--- src/rtl/result_serializer_pkg.sv ---
// Shared definitions for the result serializer: opcodes, frame byte counts,
// FSM state encoding and small helpers used when a result is captured.
package result_serializer_pkg;

  typedef enum logic [1:0] {
    ST_IDLE    = 2'd0,
    ST_HEADER  = 2'd1,
    ST_PAYLOAD = 2'd2
  } state_e;

  localparam logic [1:0] OP_ENC = 2'b00;
  localparam logic [1:0] OP_DEC = 2'b01;
  localparam logic [1:0] OP_PWD = 2'b10;
  localparam logic [1:0] OP_ILL = 2'b11;

  localparam int unsigned ENC_BYTES = 12;
  localparam int unsigned TXT_BYTES = 10;

  // Remaining-byte count loaded when the first payload byte is presented
  function automatic logic [3:0] firstCount(input logic isEnc);
    return isEnc ? 4'(ENC_BYTES - 1) : 4'(TXT_BYTES - 1);
  endfunction

  // Only the three defined opcodes produce a frame
  function automatic logic isLegal(input logic [1:0] op);
    return op != OP_ILL;
  endfunction

  // Ciphertext fills the whole register; 80-bit text is left-aligned
  function automatic logic [95:0] alignPayload(input logic [1:0]  op,
                                               input logic [95:0] enc,
                                               input logic [79:0] plain);
    return (op == OP_ENC) ? enc : {plain, 16'h0000};
  endfunction

endpackage

--- src/rtl/result_serializer.sv ---
// Result serializer: accepts one Solver result at a time and streams it out
// as a header byte followed by the payload, MSB first, over a valid/ready
// byte interface. Illegal opcodes are dropped with a one-cycle error pulse.
module result_serializer
  import result_serializer_pkg::*;
#(
  parameter logic [7:0] HDR_BASE = 8'hA0
) (
  input  logic        Clk,
  input  logic        Rst_n,
  input  logic        in_valid,
  output logic        in_ready,
  input  logic [1:0]  work_2,
  input  logic [95:0] enc_96,
  input  logic [79:0] plain_80,
  output logic [7:0]  byte_out,
  output logic        byte_valid,
  input  logic        byte_ready,
  output logic        byte_last,
  output logic        err_pulse,
  output logic [7:0]  frame_cnt
);

  state_e      state_q,     state_d;
  logic [95:0] shift_q,     shift_d;
  logic [3:0]  cnt_q,       cnt_d;
  logic        isEnc_q,     isEnc_d;
  logic [7:0]  byteOut_q,   byteOut_d;
  logic        byteValid_q, byteValid_d;
  logic        byteLast_q,  byteLast_d;
  logic        errPulse_q,  errPulse_d;
  logic [7:0]  frameCnt_q,  frameCnt_d;
  logic        started_q;

  logic        inXfer;
  logic        byteXfer;
  logic        lastXfer;
  logic [7:0]  hdrByte;
  logic [95:0] loadShift;

  // Handshake decode; the input side reopens during the final byte transfer
  always_comb begin
    byteXfer  = byteValid_q && byte_ready;
    lastXfer  = (state_q == ST_PAYLOAD) && byteXfer && (cnt_q == 4'd0);
    in_ready  = started_q && ((state_q == ST_IDLE) || lastXfer);
    inXfer    = in_valid && in_ready;
    hdrByte   = {HDR_BASE[7:2], work_2};
    loadShift = alignPayload(work_2, enc_96, plain_80);
  end

  // Next-state logic: walk header then payload bytes, capture new results
  always_comb begin
    state_d     = state_q;
    shift_d     = shift_q;
    cnt_d       = cnt_q;
    isEnc_d     = isEnc_q;
    byteOut_d   = byteOut_q;
    byteValid_d = byteValid_q;
    byteLast_d  = byteLast_q;
    errPulse_d  = 1'b0;
    frameCnt_d  = frameCnt_q;

    case (state_q)
      ST_IDLE: begin
        byteValid_d = 1'b0;
        byteLast_d  = 1'b0;
      end

      ST_HEADER: begin
        if (byteXfer) begin
          state_d    = ST_PAYLOAD;
          cnt_d      = firstCount(isEnc_q);
          byteOut_d  = shift_q[95:88];
          shift_d    = {shift_q[87:0], 8'h00};
          byteLast_d = 1'b0;
        end
      end

      ST_PAYLOAD: begin
        if (byteXfer) begin
          if (cnt_q == 4'd0) begin
            state_d     = ST_IDLE;
            frameCnt_d  = frameCnt_q + 8'd1;
            byteOut_d   = 8'h00;
            byteValid_d = 1'b0;
            byteLast_d  = 1'b0;
          end else begin
            cnt_d      = cnt_q - 4'd1;
            byteOut_d  = shift_q[95:88];
            shift_d    = {shift_q[87:0], 8'h00};
            byteLast_d = (cnt_q == 4'd1);
          end
        end
      end

      default: begin
        state_d     = ST_IDLE;
        byteValid_d = 1'b0;
        byteLast_d  = 1'b0;
      end
    endcase

    if (inXfer) begin
      if (isLegal(work_2)) begin
        state_d     = ST_HEADER;
        shift_d     = loadShift;
        isEnc_d     = (work_2 == OP_ENC);
        byteOut_d   = hdrByte;
        byteValid_d = 1'b1;
        byteLast_d  = 1'b0;
      end else begin
        state_d    = ST_IDLE;
        errPulse_d = 1'b1;
      end
    end
  end

  // State and registered outputs; reset abandons any frame in progress
  always_ff @(posedge Clk or negedge Rst_n) begin
    if (!Rst_n) begin
      state_q     <= ST_IDLE;
      shift_q     <= '0;
      cnt_q       <= '0;
      isEnc_q     <= 1'b0;
      byteOut_q   <= '0;
      byteValid_q <= 1'b0;
      byteLast_q  <= 1'b0;
      errPulse_q  <= 1'b0;
      frameCnt_q  <= '0;
      started_q   <= 1'b0;
    end else begin
      state_q     <= state_d;
      shift_q     <= shift_d;
      cnt_q       <= cnt_d;
      isEnc_q     <= isEnc_d;
      byteOut_q   <= byteOut_d;
      byteValid_q <= byteValid_d;
      byteLast_q  <= byteLast_d;
      errPulse_q  <= errPulse_d;
      frameCnt_q  <= frameCnt_d;
      started_q   <= 1'b1;
    end
  end

  assign byte_out   = byteOut_q;
  assign byte_valid = byteValid_q;
  assign byte_last  = byteLast_q;
  assign err_pulse  = errPulse_q;
  assign frame_cnt  = frameCnt_q;

endmodule

--- config.mk ---
export PLATFORM = sky130hd
export DESIGN_NAME = result_serializer
export DESIGN_NICKNAME = d
export VERILOG_FILES = /design/src/rtl/result_serializer_pkg.sv /design/src/rtl/result_serializer.sv
export SDC_FILE = /design/constraint.sdc
export NUM_CORES = 1
export LEC_CHECK = 0
export ABC_AREA = 1
export CORE_ASPECT_RATIO = 2
export CORE_UTILIZATION = 45
export DETAILED_ROUTE_END_ITERATION = 10
export GPL_TIMING_DRIVEN = 0
export PLACE_DENSITY = 0.78
export SLEW_MARGIN = 5
export SYNTH_ARGS = -nofsm -noshare
export SYNTH_HDL_FRONTEND = slang
export SYNTH_SLANG_ARGS = --single-unit
--- constraint.sdc ---
create_clock -name Clk -period 1.83 [get_ports Clk]
set_clock_uncertainty 0.2 [all_clocks]
set_input_delay 0.183 -clock Clk [delete_from_list [all_inputs] [get_ports Clk]]
set_output_delay 0.183 -clock Clk [all_outputs]
set_load 0.02 [all_outputs]
Word level (Yosys, flattened, before mapping)
Cells that the tools add are included.
- flip-flop bits (word level): 123
- logic and storage cells: 74
- equal/unequal tests: 11
- multiplexer cells: 37
- reductions and logical operators: 14
- add/subtract/negate cells: 2
- operators by type and width (cell ; number):
    96-bit two-way mux ; 6
    96-bit one-hot mux with 2 select lines ; 1
    8-bit two-way mux ; 5
    8-bit one-hot mux with 2 select lines ; 1
    1-bit two-way mux ; 12
    4-bit two-way mux ; 3
    2-bit two-way mux ; 5
    2-bit inequality test, second input constant ; 5
    8-bit by 1-bit adder with 8-bit output, second input constant ; 1
    4-bit one-hot mux with 2 select lines ; 1
    4-bit AND reduction ; 2
    3-bit inequality test, second input constant ; 2
    2-bit one-hot mux with 3 select lines ; 1
    1-bit logical AND ; 5
    4-bit by 1-bit == test with 1-bit output, second input constant ; 1
    2-bit zero test ; 2
    4-bit zero test ; 1
    1-bit one-hot mux with 2 select lines ; 2
    4-bit by 1-bit subtractor with 4-bit output, second input constant ; 1
    3-bit by 2-bit inequality test with 1-bit output, second input constant ; 1
    3-bit AND reduction ; 1
    2-bit by 1-bit == test with 1-bit output, second input constant ; 1
    2-bit == test, second input constant ; 1
    2-bit AND reduction ; 1
    2 further kinds ; 2

Depth between registers and ports, before layout
Gate-level depths: netlist of the first run.
- depth after elaboration: 8
- mapped depth: 14
- mapped depth without buffers: 12

Least setup slack after synthesis of the first run
Ideal clock, no wire load.
- path type: flip-flop to flip-flop
- start: register state_q[0]
- end: register byteOut_q[0] (netlist: byte_out[0])
- path slack: -246 ps
- cell stages (with the launch flop): 10
- library setup time: 117 ps
- clock period less this slack: 2076 ps
- data required time: 1513 ps
- arrival time: 1759 ps
- path through: dfrtp_1 > inv_1 > ha_1 > nand3_2 > nor2_4 > nor2_1 > nor2_1 > nand2_1 > nand2_1 > nand2_1
- cells in the longest elaborated chain, start to end: 7
- elaborated cells on any way between the ends: 11
- ends and longest elaborated chain (element ; line ; RTL):
    from (decl) ; result_serializer.sv:24 ; state_e state_q, state_d;
    from (signal assigned) ; result_serializer.sv:132 ; state_q <= state_d;
    2-bit == test ; result_serializer.sv:44 ; lastXfer = (state_q == ST_PAYLOAD) && byteXfer && (cnt_q == 4'd0);
    1-bit logical AND (2 in a row) ; result_serializer.sv:44 ;
    1-bit logical OR * ; result_serializer.sv:45 ; in_ready = started_q && ((state_q == ST_IDLE) || lastXfer);
    1-bit logical AND * ; result_serializer.sv:45 ;
    net in_ready ; result_serializer.sv:12 ; output logic in_ready,
    1-bit logical AND * ; result_serializer.sv:46 ; inXfer = in_valid && in_ready;
    8-bit two-way mux * ; result_serializer.sv:103 ; if (inXfer) begin
    net byteOut_d[0] ; result_serializer.sv:28 ; logic [7:0] byteOut_q, byteOut_d;
    to (signal assigned) ; result_serializer.sv:136 ; byteOut_q <= byteOut_d;
    to (decl) ; result_serializer.sv:28 ;
Mark *: on every way through the listed nets, which the timed path passes. The rest lies on a longest branch.
A chain may end at the register's enable or synchronous reset.

Worst setup path in the final report of the first run
- start: register state_q[0]
- end: register shift_q[95]
- cells in the longest elaborated chain, start to end: 7
- elaborated cells on any way between the ends: 11
- ends and longest elaborated chain (element ; line ; RTL):
    2-bit == test ; result_serializer.sv:44, result_serializer.sv:63 ;
    1-bit logical AND (2 in a row) ; result_serializer.sv:44 ;
    1-bit logical OR ; result_serializer.sv:45 ;
    1-bit logical AND ; result_serializer.sv:45 ;
    1-bit logical AND ; result_serializer.sv:46 ;
    96-bit two-way mux * ; result_serializer.sv:103 ;
    net shift_d[95] ; result_serializer.sv:25 ; logic [95:0] shift_q, shift_d;
    to (signal assigned) ; result_serializer.sv:133 ; shift_q <= shift_d;
    to (decl) ; result_serializer.sv:25 ;
Marked as above.

==> impl_results.md, run 1 <==
- Req. time, crit path: 1940 ps
- CP peak stage delay: 410 ps
- Final setup viols: 113
- TritonRoute pass-1 iters: 6
- Period utilisation layout: 117%
- Hold Crit Class: in -> async
- Cell area after synthesis: 7920 µm²
- Max Cap Viol: 0
- Complex-gate fraction of the synthesized area: 1.42%
- Finished Cell Area: 12400 µm²
- Commonest cells after routing, fill and taps aside: nand2_1 (555), clkdlybuf4s50_1 (189), inv_1 (173), nor2_1 (143), dfrtp_1 (123)
- Simple-Gate Fraction of Synth Area: 44.6%
- Adder-cell share of the synthesized area: 0.948%
- Row count: 68
- Commonest non-fill, non-tap cell in the layout: nand2_1
- Clk_lat worst skew: 430 ps
- Vias: 9000
- Initial Util: 45.8%
- Post-Synth XOR/XNOR Area: 0.885%
- Routed len/inst: 15.6 µm
- Cell Count Post-Placement: 1716
- RSZ-0062 raised after global routing: yes
- Synth Register Bits: 123
- CTS Buf Count: 17
- Max FO, Critical Path: 7
- Count of final hold-check violations: 0
- Critical path, cell by cell: buf_6, ha_4, nor2_4, nand2_4, nand2_4, nand2_8, clkbuf_16, buf_8, nand2_1, nand2_1, inv_1, nand2_1, inv_1, nor2_1
- Fill count: 1345
- Hold WS: 73.6 ps
- Leakage: 6.80 nW
- Final Critical Period: 2150 ps
- Slew Limit Fails: 0
- Synth Instances: 1304
- Kind of end point of the critical path: flop
- Worst-margin pin slew: 658 ps
- Die H: 190 µm
- Root Buffer: clkbuf_16
- # clock sinks: 123
- Layout net count: 1761
- CP max stage cell: dfrtp_1
- Total Routing Usage GR: 28.9%
- Peak VDD IR: 0.000409 V
- Final HPWL DP: 17.4 mm
- Multiplexer area fraction after synthesis: 0%
- Setup crit start kind: flop
- Total I/O pin count: 202
- # DRC: 0
- Setup CP Type: reg -> reg
- Vias per cell: 5.01
- Fraction of layout instances using a drive strength above 1: 17.4%
- Core area: 17300 µm²
- CTS Buffer Depth: 2
- Area growth syn-to-layout: 56.2%
- Full die area: 18200 µm²
- CP delay by family, top: simple AND/OR/NAND/NOR gates
- Status: finished, violations left
- Number of global-route vias before repair: 8806
- Synth Warn #: 0
- H-tree levels: 4
- Initial antenna violation count: 0
- DRT iter0 DRCs: 544
- First-pass GRT wire length: 40.3 mm
- Total wire length: 28.0 mm
- Port bufs: 201
- Die X: 95.8 µm
- Yosys cell types: 32
- Pin count of the biggest net entering global routing: 72
- Worst R2R Setup Slack: -320 ps
- Worst Slack Setup Final: -319 ps
- Clock transition at path regs: 60 ps
- Fin cells: 1796
- Seq/Total Area, Yosys: 38.9%
- Achievable frequency: 0.465 GHz
- Worst path bufs/invs: 5
- Max-slew headroom: 56.1%
- Largest family of logic cells by synthesized area: simple AND/OR/NAND/NOR gates
- CTS tree: done
- Antenna diodes: 0
- GPL Wtd Cong: 0.872
- Syn Nets: 1492
- Failing checks: setup timing
- Crit-path most repeated cell: nand2_1
- Congestion Overflow GR: 0
- Placed instance area: 10300 µm²
- Pwr/cell area: 556 nW/µm²
- Final ANT Viol Nets: 0
- Syn_area_per_cell: 6.07 µm²
- Worst EP arrival: 2260 ps
## cell families (layout without fill, tap and decap cells)
| kind of cell | count (synthesis) | count (layout) |
|---|---|---|
| fa+ha+maj | 6 | 6 |
| flops | 123 | 123 |
| simple gates | 888 | 888 |
| buf+inv | 259 | 541 |
| compound gates | 19 | 19 |
| xor+xnor | 8 | 8 |
| other cells | 1 | 1 |
## flip-flops by register name (all words and copies together), names as in the netlist
| register | count |
|---|---|
| shift_q | 96 |
| started_q | 1 |
| cnt_q | 4 |
| frame_cnt | 8 |
| state_q | 2 |
| byte_last | 1 |
| byte_valid | 1 |
| byte_out | 8 |
| err_pulse | 1 |
| isEnc_q | 1 |
## layout make-up
type	count	area, µm²	area share [%]
Buffer	67	612	4.95
Clock buffer	20	447	3.61
Clock inverter	12	140	1.13
Inverter	191	727	5.88
Multi-Input combinational cell	922	4410	35.7
Sequential cell	123	3080	24.9
Tap cell	210	263	2.13
Timing Repair Buffer	251	2690	21.7
## path summary, 6_finish.rpt
path	from	to	cells after the start
max in group asynchronous	Rst_n	shift_q[73]$_DFF_PN0_	3
worst max-delay path	state_q[0]$_DFFE_PN0P_	shift_q[95]$_DFF_PN0_	14
worst min-delay path	Rst_n	shift_q[7]$_DFF_PN0_	2
worst max register to register	state_q[0]$_DFFE_PN0P_	shift_q[95]$_DFF_PN0_	14
min in group Clk	enc_96[7]	shift_q[7]$_DFF_PN0_	3
worst min register to register	frame_cnt[0]$_DFFE_PN0P_	frame_cnt[0]$_DFFE_PN0P_	1
## metal layers
metal | global-route usage [%] | up-vias | wire, µm
met2 | 53.5 | 441 | 15100
met3 | 4.36 | 126 | 1680
met5 | 0 | - | 0
met4 | 19.2 | 0 | 1870
met1 | 28.4 | 4042 | 9440
li1 | - | 4391 | -
## report_power, final
part           total [mW]  switching, mW  internal [mW]
sequential           2.72        0.00147           2.72
clock                3.43           1.37           2.05
combinational       0.723          0.308          0.415
## cell usage after synthesis
library cell / count / area [µm²]
nand2_1: 596 / 2240
inv_1: 190 / 713
nor2_1: 170 / 638
dfrtp_1: 123 / 3080
nand3_1: 109 / 546
buf_2: 38 / 190
clkbuf_1: 23 / 86.3
o21ai_0: 7 / 35.0
a21oi_1: 6 / 30.0
ha_1: 6 / 75.1
xnor2_1: 5 / 43.8
buf_4: 4 / 30.0
xor2_1: 3 / 26.3
buf_6: 2 / 22.5
nand2_2: 2 / 12.5
nand3b_1: 2 / 15.0
nand4_1: 2 / 12.5
nor2_4: 2 / 22.5
a22oi_1: 1 / 7.51
buf_1: 1 / 3.75
conb_1: 1 / 3.75
inv_2: 1 / 3.75
nand3_2: 1 / 10.0
nand4_2: 1 / 12.5
nor2_2: 1 / 6.26
nor3_1: 1 / 5.00
nor3_2: 1 / 10.0
o2111ai_1: 1 / 8.76
o211ai_1: 1 / 7.51
o21ai_1: 1 / 5.00
o21bai_2: 1 / 11.3
o31ai_1: 1 / 7.51
## worst reg2reg max path: stages, from the launching register on
cell and delay (ps):
dfrtp_1 410, buf_6 140, ha_4 170, nor2_4 180
nand2_4 90, nand2_4 110, nand2_8 90, clkbuf_16 180
buf_8 130, nand2_1 70, nand2_1 60, inv_1 50
nand2_1 60, inv_1 60, nor2_1 40
## through the flow
stage          setup WS [ps]  setup TNS [ps]  util (%)  power, mW
3_5_place_dp            -943          -72820      59.9       3.48
2_1_floorplan          -37.6           -2470         -       2.95
3_3_place_gp           -4600         -634950      59.7       3.47
5_1_grt                 -408          -30540      71.6       7.05
6_report                -319          -22760      71.6       6.87
4_1_cts                 -190          -13500      67.4       6.85
## timing repair
item                                    4_1_cts  5_1_grt
setup buffers                                22       12
pin swaps                                    17       53
cloned                                        5       10
endpoints found under the setup margin      119      119
resized for setup                           146      133
endpoints found under the hold margin        59        0
hold buffers                                  1        0
Note: power is estimated with default switching activity, not from simulation.
==> inputs of run 2 (changes only) <==
- CORE_MARGIN: unset -> 2
==> run 2 against run 1 <==
Net effect:
- the run still ends with setup timing left
- sequential share of layout area is 0.23 points lower
- via count increased by 0.23%
- hold slack worse by 25 ps
- combinational power about the same
- first-iteration DRC count decreased by 16%
- sequential power about the same
- count of clock-buffer cells in the layout down 1
- critical path type unchanged
- largest power group unchanged
==> impl_results.md, run 2 (synthesized netlist as in run 1, its figures left out) <==
- Status: finished, violations left (unchanged)
- Gate power share: 10.1% (was 10.5%)
- Antenna diodes: 0 (unchanged)
- Setup_tns: -27980 ps (was -22760 ps)
- CTS Buf Count: 17 (unchanged)
- Die X: 97.8 µm (was 95.8 µm)
- Max Cap Viol: 0 (unchanged)
- Cell Count Post-Placement: 1716 (unchanged)
- Vias per cell: 5.03 (was 5.01)
- Detail Route met3 WL: 1.44 mm (was 1.68 mm)
- Pwr/cell area: 574 nW/µm² (was 556 nW/µm²)
- H-tree levels: 4 (unchanged)
- Fin cells: 1795 (was 1796)
- Sw Pwr: 1.62 mW (was 1.68 mW)
- Setup crit start kind: flop (unchanged)
- CP max stage cell: dfrtp_1 (unchanged)
- CTS Buffer Depth: 2 (unchanged)
- Kind of end point of the critical path: flop (unchanged)
- Met2 WL post-DR: 15.6 mm (was 15.1 mm)
- Final setup viols: 116 (was 113)
- Worst R2R Setup Slack: -380 ps (was -320 ps)
- Worst EP arrival: 2340 ps (was 2260 ps)
- RSZ-0062 raised after global routing: yes (unchanged)
- Clk pwr share: 51.8% (was 49.9%)
- Count of final hold-check violations: 0 (unchanged)
- Largest register FFs: 96 (unchanged)
- R2R cell count: 13 (was 14)
- Sw frac: 22.6% (was 24.5%)
- Full die area: 18700 µm² (was 18200 µm²)
- Initial Util: 45.8% (unchanged)
- Fraction of layout instances using a drive strength above 1: 18.7% (was 17.4%)
- Hold WS: 48.4 ps (was 73.6 ps)
- GPL Wtd Cong: 0.920 (was 0.872)
- Total Routing Usage GR: 27.1% (was 28.9%)
- Root Buffer: clkbuf_16 (unchanged)
- Area growth syn-to-layout: 57.6% (was 56.2%)
- Slew Limit Fails: 0 (unchanged)
- Setup CP Type: reg -> reg (unchanged)
- Leakage: 6.92 nW (was 6.80 nW)
- # clock sinks: 123 (unchanged)
- Die H: 192 µm (was 190 µm)
- Routed len/inst: 15.8 µm (was 15.6 µm)
- Crit-path most repeated cell: nand2_1 (unchanged)
- Core area: 17300 µm² (unchanged)
- Total I/O pin count: 202 (unchanged)
- CP peak stage delay: 420 ps (was 410 ps)
- Int Power: 5.54 mW (was 5.19 mW)
- Worst-margin pin slew: 595 ps (was 658 ps)
- Req. time, crit path: 1960 ps (was 1940 ps)
- Achievable frequency: 0.453 GHz (was 0.465 GHz)
- Final HPWL DP: 17.8 mm (was 17.4 mm)
- Final ANT Viol Nets: 0 (unchanged)
- WL met1: 9.33 mm (was 9.44 mm)
- Final Critical Period: 2210 ps (was 2150 ps)
- Hold Crit Class: in -> async (unchanged)
- Total Power: 7.16 mW (was 6.87 mW)
- Initial antenna violation count: 0 (unchanged)
- Pin count of the biggest net entering global routing: 81 (was 72)
- Seq pwr share: 38.0% (was 39.6%)
- DRT iter0 DRCs: 455 (was 544)
- Port bufs: 201 (unchanged)
- Max FO, Critical Path: 8 (was 7)
- DR top layer: met4 (unchanged)
- CTS tree: done (unchanged)
- Max-slew headroom: 60.3% (was 56.1%)
- Total wire length: 28.3 mm (was 28.0 mm)
- Commonest non-fill, non-tap cell in the layout: nand2_1 (unchanged)
- Layout net count: 1761 (unchanged)
- Clk_lat worst skew: 420 ps (was 430 ps)
- Commonest cells after routing, fill and taps aside: nand2_1 (532), clkdlybuf4s50_1 (190), inv_1 (170), nor2_1 (139), dfrtp_1 (123) (was nand2_1 (555), clkdlybuf4s50_1 (189), inv_1 (173), nor2_1 (143), dfrtp_1 (123))
- Peak VDD IR: 0.000496 V (was 0.000409 V)
- Clock transition at path regs: 60 ps (about the same)
- Most flop-heavy register: shift_q (unchanged)
- TritonRoute pass-1 iters: 8 (was 6)
- First-pass GRT wire length: 40.4 mm (was 40.3 mm)
- Vias: 9021 (was 9000)
- Worst r2r dst: shift_q[81]$_DFF_PN0_ (was shift_q[95]$_DFF_PN0_)
- Worst Slack Setup Final: -377 ps (was -319 ps)
- Critical path, cell by cell: inv_2, ha_4, buf_4, nand3_4, nand2_8, buf_12, clkbuf_16, nand2_1, nand2_1, inv_1, nand2_1, inv_1, nor2_1 (was buf_6, ha_4, nor2_4, nand2_4, nand2_4, nand2_8, clkbuf_16, buf_8, nand2_1, nand2_1, inv_1, nand2_1, inv_1, nor2_1)
- Failing checks: setup timing (unchanged)
- Row count: 68 (unchanged)
- Period utilisation layout: 121% (was 117%)
- R2r startpoint: state_q[0]$_DFFE_PN0P_ (unchanged)
- # DRC: 0 (unchanged)
- Congestion Overflow GR: 0 (unchanged)
- Number of global-route vias before repair: 8737 (was 8806)
[run 2: changes by cell type in the layout (fill, tap and decap cells not counted), moves of 4 or more]
cell and delta:
nand2_1 -23, nand2_2 +14, buf_4 -11, buf_6 +11, nor2_4 +10, nand2_4 +9, nand3_2 -8, nand3_1 +6
nor2_2 -6, clkbuf_4 +5, buf_8 +4, clkbuf_16 -4, clkbuf_2 -4, nor2_1 -4
[run 2: timing repair]
item | in CTS | in global routing
hold buffers | 1 | 0
cloned | 6 | 6
setup buffers | 21 | 18
endpoints found under the setup margin | 120 | 120
gates resized for setup | 105 | 238
hold endpoints to repair | 123 | 0
pin swaps | 32 | 66
[run 2: metal layers]
metal  track usage (%)  vias to the layer above
li1                  -                     4377
met1              25.8                     4101
met2              53.6                      416
met3              3.75                      127
met4              16.5                        0
met5                 0                        -
[run 2: how the worst max path moves through the flow]
| stage | from | endpoint | slack, ps | cells past startpoint |
|---|---|---|---|---|
| 6_report | state_q[0]$_DFFE_PN0P_ | shift_q[81]$_DFF_PN0_ | -380 | 13 |
| 5_1_grt | state_q[0]$_DFFE_PN0P_ | shift_q[80]$_DFF_PN0_ | -450 | 14 |
| 4_1_cts | state_q[0]$_DFFE_PN0P_ | shift_q[68]$_DFF_PN0_ | -250 | 12 |
| 3_5_place_dp | work_2[0] | shift_q[70]$_DFF_PN0_ | -790 | 8 |
| 3_3_place_gp | Rst_n | shift_q[62]$_DFF_PN0_ | -4610 | 1 |
| 2_1_floorplan | state_q[0]$_DFFE_PN0P_ | shift_q[21]$_DFF_PN0_ | -40 | 11 |
[run 2: final cells by class]
type	instances	area, µm²
clock inverters	12	198
well taps	210	263
multi-input cells	922	4550
plain buffers	65	581
flip-flops and latches	123	3080
repair buffers	253	2650
clock buffers	19	433
fillers	1281	4800
inverters	191	724
[run 2: stage by stage]
| step | utilization (%) | instance area (µm²) | worst slack (ps) |
|---|---|---|---|
| finish | 72.2 | 12500 | -377 |
| CTS | 66.4 | 11500 | -249 |
| global placement | 59.7 | 10300 | -4610 |
| floorplan | - | 8040 | -37.6 |
| detailed placement | 59.9 | 10300 | -793 |
| global route | 72.2 | 12500 | -450 |
[run 2: critical path: cells and delay by family (launching register included)]
family        cells  cell delay (ps)
flops             1              420
buf+inv           6              650
simple gates      6              620
fa+ha+maj         1              200
[run 2: power groups by stage]
stage	clock network [mW]	registers [mW]	logic, mW
global route	3.82	2.72	0.794
floorplan	0	2.77	0.181
finish	3.71	2.72	0.725
CTS	3.69	2.72	0.718
global placement	0	2.77	0.697
detailed placement	0	2.77	0.710
==> RTL edit, RTL diff (flow settings as in run 2) <==
Make the reset (`Rst_n`) synchronous in one clocked block.
--- a/src/rtl/result_serializer.sv
+++ b/src/rtl/result_serializer.sv
@@ -117,5 +117,5 @@
 
   // State and registered outputs; reset abandons any frame in progress
-  always_ff @(posedge Clk or negedge Rst_n) begin
+  always_ff @(posedge Clk) begin
     if (!Rst_n) begin
       state_q     <= ST_IDLE;
Function: differs if Rst_n is asserted again (counterexample within 4 cycles, from zero or initial values and one cycle with Rst_n low); with Rst_n held inactive, the same outputs for 4 cycles.
==> RTL edit against run 2 <==
The run still ends with setup timing left. Worst setup slack worse by 0.042 ns. Die area is 12% lower. Core utilization is 1.9 points higher. Cell area is 10% lower. Sequential cell count stayed put. Via count is 1.2% lower. Synthesized area is 13% lower. First-iteration DRC count is 44% higher. Wire length is 7.6% lower.
Power is not compared: it rests on default switching activity, and its combinational part moved more than twofold at a synthesized area within 25%.
==> RTL edit: results (changes against run 2) <==
Clock transition at path regs=0.06 ns (about the same); slowest stage delay, CP=0.34 ns (was 0.42 ns); WL per Instance=15.7 µm (was 15.8 µm); GRT met1 Usage=31.0% (was 25.8%); clk root buf=clkbuf_16 (unchanged); port bufs=201 (unchanged); Biggest register=shift_q (unchanged); H-tree levels=4 (unchanged); GR Layer Usage met3=3.61% (was 3.75%); layout cells sized above 1=18.7% (about the same); worst slack, placed=-1.19 ns (was -0.793 ns); Pleak=5.80 nW; post-CTS sizing=103 (was 105); IR drop worst, VDD=about 0.73 mV; TNS Setup=-28.35 ns (was -27.98 ns); FFs w/ async S/R, synth=0% (was 100%); worst slew pin tran=0.648 ns (was 0.595 ns); worst hold path type=in2reg (was in2async); Worst EP arrival=2.36 ns (was 2.34 ns); antenna cells=0 (unchanged); top cells by count, synth=693 x nand2_1, 123 x dfxtp_1, 99 x nand3_1, 56 x nor2_1 (was 596 x nand2_1, 190 x inv_1, 170 x nor2_1, 123 x dfrtp_1, 109 x nand3_1); synth top area cells=nand2_1 38%, dfxtp_1 36%, nand3_1 7.2% (was dfrtp_1 39%, nand2_1 28%, inv_1 9.0%); DP HPWL=15800 µm (was 17800 µm); Max Buffers Root-to-Sink=2 (unchanged); Top Family by Delay on Critical Path=buffers and inverters (unchanged); Vias=8910 (was 9021); final setup fails=110 (was 116); initial DRC count=655 (was 455); vias in the first global route=7748 (was 8737); Final nets=1642 (was 1761); Initial DRT Pass Iterations=6 (was 8); GR Util All Layers=26.4% (was 27.1%); GPL Wtd Cong=0.888 (was 0.920); syn_nets=1372 (was 1492); status=finished with violations (unchanged); Largest register FFs=96 (unchanged); M2 GR Usage=46.4% (was 53.6%); Yosys warnings=0 (unchanged); initial antenna violation count=0 (unchanged); largest net degree at the start of global routing=17 (was 81); PnR worst setup slack=-0.419 ns (was -0.377 ns); Primary FF master, synth=dfxtp_1 (was dfrtp_1); worst skew pair latency=0.42 ns (about the same); failing checks=setup timing (unchanged); setup repair bufs after CTS=16 (was 21); Worst path slowest cell=dfxtp_2 (was dfrtp_1); first-pass GRT wire length=35300 µm (was 40400 µm); placed cell area=9200 µm² (was 10300 µm²); proportion of synthesized chip area in sequential cells=35.6% (was 38.9%); CTS buffer count=17 (unchanged); Yosys cell types=28 (was 32); Critical Path Fanout Max=5 (was 8); Critical Path Most Common Cell=nand2_1 (unchanged)
RTL edit: cell count changes after synthesis, sizes merged, moves of 4 or more:
cell           run 2  this run
dfrtp            123         0
nor2             173        58
nand4              3        14
inv              191        46
nand3            110       101
o21ai              8        24
buf               45        30
a21oi              6        17
dfxtp              0       123
xnor2              5         0
and3               0        13
nor3               2         6
nand2            598       694
clkbuf            23        44
RTL edit: report_power, final:
group          internal, W  switching [W]
registers          0.00279      0.0000788
clock network      0.00219        0.00132
logic             0.000807       0.000753
total              0.00578        0.00215
RTL edit: cell families after synthesis:
group	synth area share, %
xor gates and xnor gates	0.380
and+or+nand+nor	51.6
AOI/OAI and AO/OA	3.51
buffers and inverters	7.75
adders and majority gates	1.09
DFF	35.6
RTL edit: per-stage QoR:
stage	hold slack, ns	total power, W	std cells	util [%]
global route	0.101	0.00815	1665	74.2
finish	0.0765	0.00793	1665	74.2
detailed placement	0.255	0.00406	1583	60.8
CTS	0.0786	0.00759	1635	68.0
global placement	0.251	0.00404	1583	60.8
floorplan	0.0107	0.00347	1184	-
RTL edit: routing by layer:
metal / wire length [µm] / up-vias / share of wire (%)
met2: 12800 / 555 / 49
met5: 0 / - / 0
li1: - / 4217 / -
met4: 1540 / 0 / 5.9
met3: 2120 / 139 / 8.1
met1: 9740 / 3999 / 37
RTL edit: worst paths after layout:
check | startpoint | to | slack (ns) | cells after the start
max | state_q[0] | shift_q[24] | -0.42 | 14
min | Rst_n | started_q | 0.08 | 1
max reg2reg | state_q[0] | shift_q[24] | -0.42 | 14
min reg2reg | byte_out[2] | byte_out[2] | 0.26 | 2
RTL edit: final cells by class:
cell class              count  area, µm²
multi-input cells         941       4420
fillers                  1023       3910
repair buffers            252       2690
flip-flops and latches    123       2470
plain buffers              73        608
clock buffers              19        443
well taps                 198        248
inverters                  46        180
clock inverters            13        166
